<file path="src/rtl/inert_spi_resp.sv">
// inert_spi_resp: SPI responder modelling the inertial sensor end of the
// pitch/AZ link. It decodes 16-bit mode-0 frames: the command byte comes first,
// then the data byte. Writes update a small configuration set. Reads return
// register data on the second byte of the same frame. New pitch-rate/AZ samples
// are presented through read-only registers, and INT flags a fresh sample.
//
// Ports:
//   clk, rst_n      system clock, asynchronous active-low reset
//   SS_n, SCLK      SPI select / clock from the master (asynchronous, synchronized here)
//   MOSI, MISO      SPI data in (MSB first) / data out
//   INT             sample-ready interrupt, active high
//   smpl_vld        1-clk strobe qualifying smpl_ptch_rt / smpl_AZ
//   smpl_ptch_rt    signed pitch-rate sample
//   smpl_AZ         signed Z-acceleration sample
//   init_done       high once 0x0D, 0x10, 0x11 and 0x14 have each been written
//
// Handshake: smpl_vld is a single-cycle strobe with no back-pressure. A strobe
// seen while a frame is active is parked and is applied right after SS_n rises,
// so the sample registers never change in the middle of a frame.
module inert_spi_resp #(
   parameter logic [7:0]  WHO_AM_I      = 8'h6A,
   parameter int unsigned MIN_SCLK_CLKS = 8
) (
   input  logic        clk,
   input  logic        rst_n,
   input  logic        SS_n,
   input  logic        SCLK,
   input  logic        MOSI,
   output logic        MISO,
   output logic        INT,
   input  logic        smpl_vld,
   input  logic [15:0] smpl_ptch_rt,
   input  logic [15:0] smpl_AZ,
   output logic        init_done
);

   typedef enum logic [1:0] {IDLE, CMD, DATA, DONE} state_t;

   state_t      state_q, state_d;
   logic        ss_s1, ss_s2, ss_s3;
   logic        sclk_s1, sclk_s2, sclk_s3;
   logic        mosi_s1, mosi_s2;
   logic        ss_fall, ss_rise, sclk_rise, sclk_fall;
   logic [4:0]  bit_cnt;
   logic [15:0] rx;
   logic [7:0]  tx;
   logic        enter_data, cnt_en, commit, commit_wr, commit_rd22;
   logic [7:0]  int1_ctrl, ctrl1_xl, ctrl2_g, ctrl5;
   logic [3:0]  cfg_seen;
   logic [15:0] ptch_q, az_q, hold_ptch, hold_az;
   logic        smpl_pend, load_direct, smpl_load, load_q;
   logic [7:0]  half_cnt;

   // The third flop of each edge-detected input gives the previous synced value.
   assign ss_fall   =  ss_s3 & ~ss_s2;
   assign ss_rise   = ~ss_s3 &  ss_s2;
   assign sclk_rise =  sclk_s2 & ~sclk_s3;
   assign sclk_fall = ~sclk_s2 &  sclk_s3;

   // rx[7:0] holds the command byte after 8 rises. After 16 rises the command
   // has shifted up into rx[15:8], so commit decodes from the upper byte.
   assign enter_data  = (state_q == CMD) && (bit_cnt == 5'd8) && !ss_rise;
   assign cnt_en      = sclk_rise && (((state_q == CMD)  && (bit_cnt < 5'd8)) ||
                                      ((state_q == DATA) && (bit_cnt < 5'd16)));
   assign commit      = ss_rise && (bit_cnt == 5'd16);
   assign commit_wr   = commit && !rx[15];
   assign commit_rd22 = commit && rx[15] && (rx[14:8] == 7'h22);

   // A direct load takes priority over a parked sample: it is the newer one.
   assign load_direct = smpl_vld && ss_s2;
   assign smpl_load   = load_direct || (ss_rise && smpl_pend);

   assign MISO      = (state_q == DATA) ? tx[7] : 1'b0;
   assign init_done = &cfg_seen;

   function automatic logic [7:0] reg_rd(input logic [6:0] addr);
      case (addr)
         7'h0D:   reg_rd = int1_ctrl;
         7'h0F:   reg_rd = WHO_AM_I;
         7'h10:   reg_rd = ctrl1_xl;
         7'h11:   reg_rd = ctrl2_g;
         7'h14:   reg_rd = ctrl5;
         7'h22:   reg_rd = ptch_q[7:0];
         7'h23:   reg_rd = ptch_q[15:8];
         7'h2C:   reg_rd = az_q[7:0];
         7'h2D:   reg_rd = az_q[15:8];
         default: reg_rd = 8'h00;
      endcase
   endfunction

   always_comb begin
      state_d = state_q;
      if (ss_rise) begin
         state_d = IDLE;
      end else begin
         case (state_q)
            IDLE:    if (ss_fall) state_d = CMD;
            CMD:     if (bit_cnt == 5'd8) state_d = DATA;
            DATA:    if (bit_cnt == 5'd16) state_d = DONE;
            default: state_d = state_q;
         endcase
      end
   end

   always_ff @(posedge clk or negedge rst_n) begin
      if (!rst_n) begin
         state_q <= IDLE;
         ss_s1   <= 1'b1;
         ss_s2   <= 1'b1;
         ss_s3   <= 1'b1;
         sclk_s1 <= 1'b0;
         sclk_s2 <= 1'b0;
         sclk_s3 <= 1'b0;
         mosi_s1 <= 1'b0;
         mosi_s2 <= 1'b0;
      end else begin
         state_q <= state_d;
         ss_s1   <= SS_n;
         ss_s2   <= ss_s1;
         ss_s3   <= ss_s2;
         sclk_s1 <= SCLK;
         sclk_s2 <= sclk_s1;
         sclk_s3 <= sclk_s2;
         mosi_s1 <= MOSI;
         mosi_s2 <= mosi_s1;
      end
   end

   // Frame shift/count datapath.
   always_ff @(posedge clk or negedge rst_n) begin
      if (!rst_n) begin
         bit_cnt <= 5'd0;
         rx      <= 16'h0000;
         tx      <= 8'h00;
      end else begin
         if ((state_q == IDLE) && ss_fall) begin
            bit_cnt <= 5'd0;
         end else if (cnt_en) begin
            bit_cnt <= bit_cnt + 5'd1;
            rx      <= {rx[14:0], mosi_s2};
         end
         // Shifting only on falls after rise 9 keeps data[7] on MISO through rise 9.
         if (enter_data) begin
            tx <= rx[7] ? reg_rd(rx[6:0]) : 8'h00;
         end else if ((state_q == DATA) && sclk_fall && (bit_cnt >= 5'd9)) begin
            tx <= {tx[6:0], 1'b0};
         end
      end
   end

   // Configuration registers and the sticky init tracking.
   always_ff @(posedge clk or negedge rst_n) begin
      if (!rst_n) begin
         int1_ctrl <= 8'h00;
         ctrl1_xl  <= 8'h00;
         ctrl2_g   <= 8'h00;
         ctrl5     <= 8'h00;
         cfg_seen  <= 4'b0000;
      end else if (commit_wr) begin
         case (rx[14:8])
            7'h0D: begin int1_ctrl <= rx[7:0]; cfg_seen[0] <= 1'b1; end
            7'h10: begin ctrl1_xl  <= rx[7:0]; cfg_seen[1] <= 1'b1; end
            7'h11: begin ctrl2_g   <= rx[7:0]; cfg_seen[2] <= 1'b1; end
            7'h14: begin ctrl5     <= rx[7:0]; cfg_seen[3] <= 1'b1; end
            default: ;
         endcase
      end
   end

   // Sample bank, mid-frame holding register and interrupt.
   always_ff @(posedge clk or negedge rst_n) begin
      if (!rst_n) begin
         ptch_q    <= 16'h0000;
         az_q      <= 16'h0000;
         hold_ptch <= 16'h0000;
         hold_az   <= 16'h0000;
         smpl_pend <= 1'b0;
         load_q    <= 1'b0;
         INT       <= 1'b0;
      end else begin
         if (smpl_vld && !ss_s2) begin
            hold_ptch <= smpl_ptch_rt;
            hold_az   <= smpl_AZ;
            smpl_pend <= 1'b1;
         end else if (ss_rise) begin
            smpl_pend <= 1'b0;
         end
         if (load_direct) begin
            ptch_q <= smpl_ptch_rt;
            az_q   <= smpl_AZ;
         end else if (smpl_load) begin
            ptch_q <= hold_ptch;
            az_q   <= hold_az;
         end
         load_q <= smpl_load;
         // Set beats clear when both land in the same cycle.
         if (load_q && int1_ctrl[1] && (ctrl2_g[7:4] != 4'h0)) begin
            INT <= 1'b1;
         end else if (commit_rd22) begin
            INT <= 1'b0;
         end
      end
   end

   // Clocks spent since the last synced SCLK edge within a frame. The edge
   // detector can only follow SCLK when each half-period spans at least
   // MIN_SCLK_CLKS clocks (one clock of slack for synchronizer phase).
   always_ff @(posedge clk or negedge rst_n) begin
      if (!rst_n) begin
         half_cnt <= 8'd0;
      end else if (ss_s2 || sclk_rise || sclk_fall) begin
         half_cnt <= 8'd0;
      end else if (half_cnt != 8'hFF) begin
         half_cnt <= half_cnt + 8'd1;
      end
   end

   always_ff @(posedge clk) begin
      if (rst_n && !ss_s2 && (sclk_rise || sclk_fall)) begin
         assert (32'(half_cnt) + 32'd1 >= MIN_SCLK_CLKS);
      end
   end

endmodule

</file>
<file path="config.mk">
export PLATFORM = sky130hd
export DESIGN_NAME = inert_spi_resp
export DESIGN_NICKNAME = d
export VERILOG_FILES = /design/src/rtl/inert_spi_resp.sv
export SDC_FILE = /design/constraint.sdc
export NUM_CORES = 1
export LEC_CHECK = 0
export CAP_MARGIN = 20
export CORE_ASPECT_RATIO = 1.4
export CORE_MARGIN = 2
export CORE_UTILIZATION = 59
export DETAILED_ROUTE_END_ITERATION = 16
export PLACE_DENSITY = 0.79
export SETUP_SLACK_MARGIN = 0.15
export SYNTH_ARGS = -nofsm -noshare
export SYNTH_HDL_FRONTEND = slang
export SYNTH_SLANG_ARGS = --single-unit
</file>
<file path="constraint.sdc">
create_clock -name clk -period 2.5 [get_ports clk]
set_input_delay 0.5 -clock clk [delete_from_list [all_inputs] [get_ports clk]]
set_output_delay 0.5 -clock clk [all_outputs]
set_load 0.03 [all_outputs]
</file>
Word-level counts from Yosys, hierarchy flattened
Index checks and enable logic that the tools add are counted.

cells by class
  add/subtract/negate cells = 1
  order comparisons = 3
  eq/ne operators = 21
  mux-type cells = 20
  bitwise logic cells = 9
  reductions and logical operators = 37

operators with widths
  kind                                                                    count
  8-bit case mux with 9 select lines                                      1
  16-bit two-way mux                                                      4
  7-bit by 5-bit == test with 1-bit output (second input constant)        6
  7-bit by 6-bit == test with 1-bit output (second input constant)        5
  8-bit two-way mux                                                       3
  7-bit by 4-bit == test with 1-bit output (second input constant)        3
  1-bit logical AND                                                       17
  5-bit two-way mux                                                       2
  2-bit AND reduction                                                     5
  2-bit nonzero test                                                      5
  2-bit two-way mux                                                       4
  4-bit AND reduction                                                     2
  4-bit nonzero test                                                      2
  3-bit by 2-bit != test with 1-bit output (second input constant)        2
  2-bit case mux with 3 select lines                                      1
  5-bit by 1-bit adder with 5-bit output (second input constant)          1
  5-bit by 4-bit == test with 1-bit output (second input constant)        1
  5-bit == test (second input constant)                                   1
  5-bit by 4-bit >= comparator with 1-bit output (second input constant)  1
  5-bit by 4-bit < comparator with 1-bit output (second input constant)   1
  5-bit < comparator (second input constant)                              1
  1-bit two-way mux                                                       5
  1-bit inverter                                                          5
  1-bit AND                                                               4
  other kinds (6)                                                         9

storage, ports and cells
  register bits = 142
  bits of input ports = 38
  output and inout port bits = 3
  logic and storage cells = 118

Depth between registers and ports, before layout
  word-level depth = 7
  mapped depth = 9
  depth with buffers taken out = 7

Worst setup path before layout
Ideal clock, no wire load.

  kind = register to register
  start point = register bit_cnt[0]
  end point = register state_q[0]
  setup time = 125 ps
  arrival = 1857 ps
  required time = 2375 ps
  slack = 519 ps
  cell stages (with the launch flop) = 8
  buffers on the path = 0
  period minus slack after synthesis = 1981 ps
  path through = dfrtp_1 inv_1 ha_1 and4bb_2 mux2_2 o21a_1 o21ai_1 mux2_2

on the way
  longest elaborated chain between the ends = 3
  elaborated cells between the ends (all ways) = 5
  those cells by class = 4 x eq/ne; 1 x reduce/logical

RTL lines
  what                                                                       line    source
  from (decl)                                                                44      logic [4:0] bit_cnt;
  from (signal assigned)                                                     139     bit_cnt <= bit_cnt + 5'd1;
  5-bit == test or 5-bit by 4-bit == test with 1-bit output (tied branches)  99, 98
  3-bit by 2-bit != test with 1-bit output (no line)                         -
  4-bit AND reduction (no line) (*)                                          -
  to (signal assigned)                                                       117     state_q <= state_d;
  to (decl)                                                                  39      state_t state_q, state_d;

Every way passes the cells marked *; elsewhere a longest branch is shown, timed or not.
A chain may end at the register's enable or synchronous reset.

Worst setup path in the final report
  start point = register ss_s2
  end point = register ctrl2_g[6]

on the way
  longest elaborated chain between the ends = 4

RTL lines
  what                           line  source
  from (decl)                    40    logic ss_s1, ss_s2, ss_s3;
  from (signal assigned)         119   ss_s2 <= ss_s1;
  1-bit AND                      56    assign ss_rise = ~ss_s3 & ss_s2;
  1-bit logical AND              65    assign commit = ss_rise && (bit_cnt == 5'd16);
  1-bit logical AND              66    assign commit_wr = commit && !rx[15];
  2-bit AND reduction (no line)  -
  to (signal assigned)           156   ctrl2_g <= 8'h00;
  to (signal assigned)           163   7'h11: begin ctrl2_g <= rx[7:0]; cfg_seen[2] <= 1'b1; end
  to (decl)                      48    logic [7:0] int1_ctrl, ctrl1_xl, ctrl2_g, ctrl5;

No other way between the ends.

==> results.ini <==
[cts]
cts_tree = built
cts_hold_buf = 0
htree_levels = 4
clk_latency_ps = 410
post_cts_buffers = 0
clockRootBuffer = clkbuf_16
clk_pin_slew_ps = 60
cts_resized = 1
cts.sinks = 142
cts_buffer_depth = 2
cts_buffers = 17

[route]
vias_per_cell = 6.046
wl_per_cell_um = 18.98
drt_iter0_markers = 417
vias = 4601
ant_nets = 0
wl_um = 14450
drc = 0
firstDrtPassIters = 5

[sta]
relSlewSlack = 0.4316
finalCritPeriodShare = 0.8851
max_freq_ghz = 0.4519
final-setup-viol-count = 0
hold_viol_final = 0
worstMarginPinSlew_ps = 845.3
rsz0062_at_grt = false
final.min_clock_period_ps = 2213
skew_ps = 8.026
drv_slew = 0
fin_tns_setup_ps = 0

[layout]
diodes = 0
drive_above_1_share = 0.2274
area_growth_pct = 18.70
utilization = 0.7192
n_fill_cell = 778
fin_nets = 656

[critical_path]
crit_start = ss_s2$_DFF_PN1_
rrSetupSlack_ps = 290
start_kind = register
worstReg2RegEnd = ctrl2_g[6]$_DFFE_PN0P_
critPathMaxFanout = 9
path_class = register to register
critPathArrivalTime_ps = 2510
ff2ff_path_depth = 6
worstPathRequired_ps = 2800
end_kind = register
r2r_start = ss_s2$_DFF_PN1_

[pwr]
p_leak_nw = 3.643
cellPowerDensity_nw_per_um2 = 886.4
totalPowerFinal_mw = 6.892
vdd_drop_max_v = 0.0005562

[logic_synthesis]
synthTopCellsByCount = dfrtp_1, mux2_2, nand2_1
synth_edf_count = 0
synth_top_area_cell = dfrtp_1
synth.area.top_cells = dfrtp_1, mux2_2, mux2i_1, o21ai_0, nand2_1
netlist_instances = 564
ys_ff_latch = 142
yosysSeqAreaShare = 0.5431
syn_area_per_cell_um2 = 11.61
ys.flop_type = dfrtp_1
synth.top_cell.area_share = 0.5310
syn-num-nets = 610
yosysWarnings = 0
synthArstFlopShare = 1.000
netlist_area_um2 = 6550
synth_most_common_cell = dfrtp_1
yosysUniqueCellTypes = 54

[grt]
antenna_found_initial = 0
grt_pass1_vias = 4730
grtUsageTotal = 0.2676
grt_max_degree = 66
grt_pass1_wl_um = 24470
grt-ovfl-total = 0

[outcome]
status = finished, final reports clean

[flow_run]
maxCapViolCount = 0

[placement]
hpwl_um = 9981
place_congestion = 0.9874
port_buffers = 40

[floorplan]
core-area_um2 = 10810
die_h_um = 128.7
rows = 45
die_x_um = 93.05
io_pins = 41
dieArea_um2 = 11970
start_util = 0.6059

[min_path]
hold_class = primary input to async pin

-- layer usage --
metal	wire, µm	part of all wire	vias to the layer above	global-route usage
met3	537	0.037	43	0.04977
met2	7679	0.53	140	0.4646
met4	407	0.028	0	0.1055
met5	0	0	-	0
li1	-	-	2113	-
met1	5822	0.40	2305	0.3317
-- worst max-delay path by stage --
stage,endpoint,slack [ps]
finish,ctrl2_g[6]$_DFFE_PN0P_,290
global route,ctrl2_g[6]$_DFFE_PN0P_,150
CTS,int1_ctrl[2]$_DFFE_PN0P_,260
detailed placement,int1_ctrl[2]$_DFFE_PN0P_,300
global placement,int1_ctrl[3]$_DFFE_PN0P_,370
floorplan,state_q[0]$_DFFE_PN0P_,520
-- sequential cells by signal, indices dropped and copies added, names as in the netlist, 2 cells and up --
| name | count |
|---|---|
| state_q | 2 |
| ctrl2_g | 8 |
| cfg_seen | 4 |
| hold_ptch | 16 |
| az_q | 16 |
| hold_az | 16 |
| tx | 8 |
| ctrl5 | 8 |
| bit_cnt | 5 |
| rx | 16 |
| int1_ctrl | 8 |
| ptch_q | 16 |
| ctrl1_xl | 8 |
-- cell families after synthesis --
family,share of synthesized area
AND/OR/NAND/NOR,0.1242
flip-flops,0.5431
multiplexers,0.1952
AO/OA/AOI/OAI,0.08978
buffers and inverters,0.02846
adder cells (fa/ha/maj),0.01528
XOR/XNOR,0.004012
-- layout make-up --
class / count / area [µm²] / share of cell area
Multi-Input combinational cell: 378 / 2815 / 0.3621
Clock buffer: 21 / 450.4 / 0.05793
Sequential cell: 142 / 3557 / 0.4575
Tap cell: 141 / 176.4 / 0.02269
Clock inverter: 8 / 117.6 / 0.01513
Timing Repair Buffer: 61 / 620.6 / 0.07982
Inverter: 10 / 37.54 / 0.004828
-- report_power, final --
group	switching [mW]	internal [mW]	total, mW
combinational	0.841	0.684	1.52
clock	0.880	1.57	2.45
sequential	0.316	2.60	2.92
total	2.04	4.85	6.89
-- per-stage QoR --
step                      setup WS, ps  std cells  cell area (µm²)  hold slack (ps)
after floorplan                  518.8        564             6550            204.4
after global placement           368.7        732             7203            332.2
after detailed placement         304.0        732             7203            340.9
after CTS                        257.9        761             7770            89.32
after global routing             150.8        761             7775            112.7
final                            287.2        761             7775            71.22
-- worst max-delay path: stages (launching register included) --
cell      delay (ps)
dfstp_2          550
ha_1             290
nand2b_1         150
nor4b_4          340
and3b_4          290
nand3b_4         160
mux2_2           320
-- cells in the final DEF, fill, tap and decap left out, types with 2 or more instances in the layout --
master	Yosys	layout
xor2_1	2	2
o21ai_0	46	46
nand4_1	10	10
o211ai_1	8	8
o31ai_1	2	2
nand3_1	24	23
nand2_1	56	55
dfstp_2	3	3
buf_12	0	5
a221o_1	2	2
a32o_1	2	2
nor3_1	3	3
a21oi_1	16	16
or4_1	2	2
inv_1	10	10
and4bb_2	2	2
bufinv_16	0	3
ha_1	8	8
clkinv_2	0	4
mux2i_1	40	40
buf_4	0	16
a211oi_1	2	2
and2_1	6	5
nor3b_1	2	2
dfrtp_1	139	139
a31oi_1	3	3
clkbuf_1	13	3
clkbuf_16	0	17
nand2b_1	8	8
nor2_1	25	25
nor2b_1	2	2
mux2_2	78	78
o22ai_1	5	5
clkdlybuf4s50_1	0	38
(Power assumes the default switching activity.)
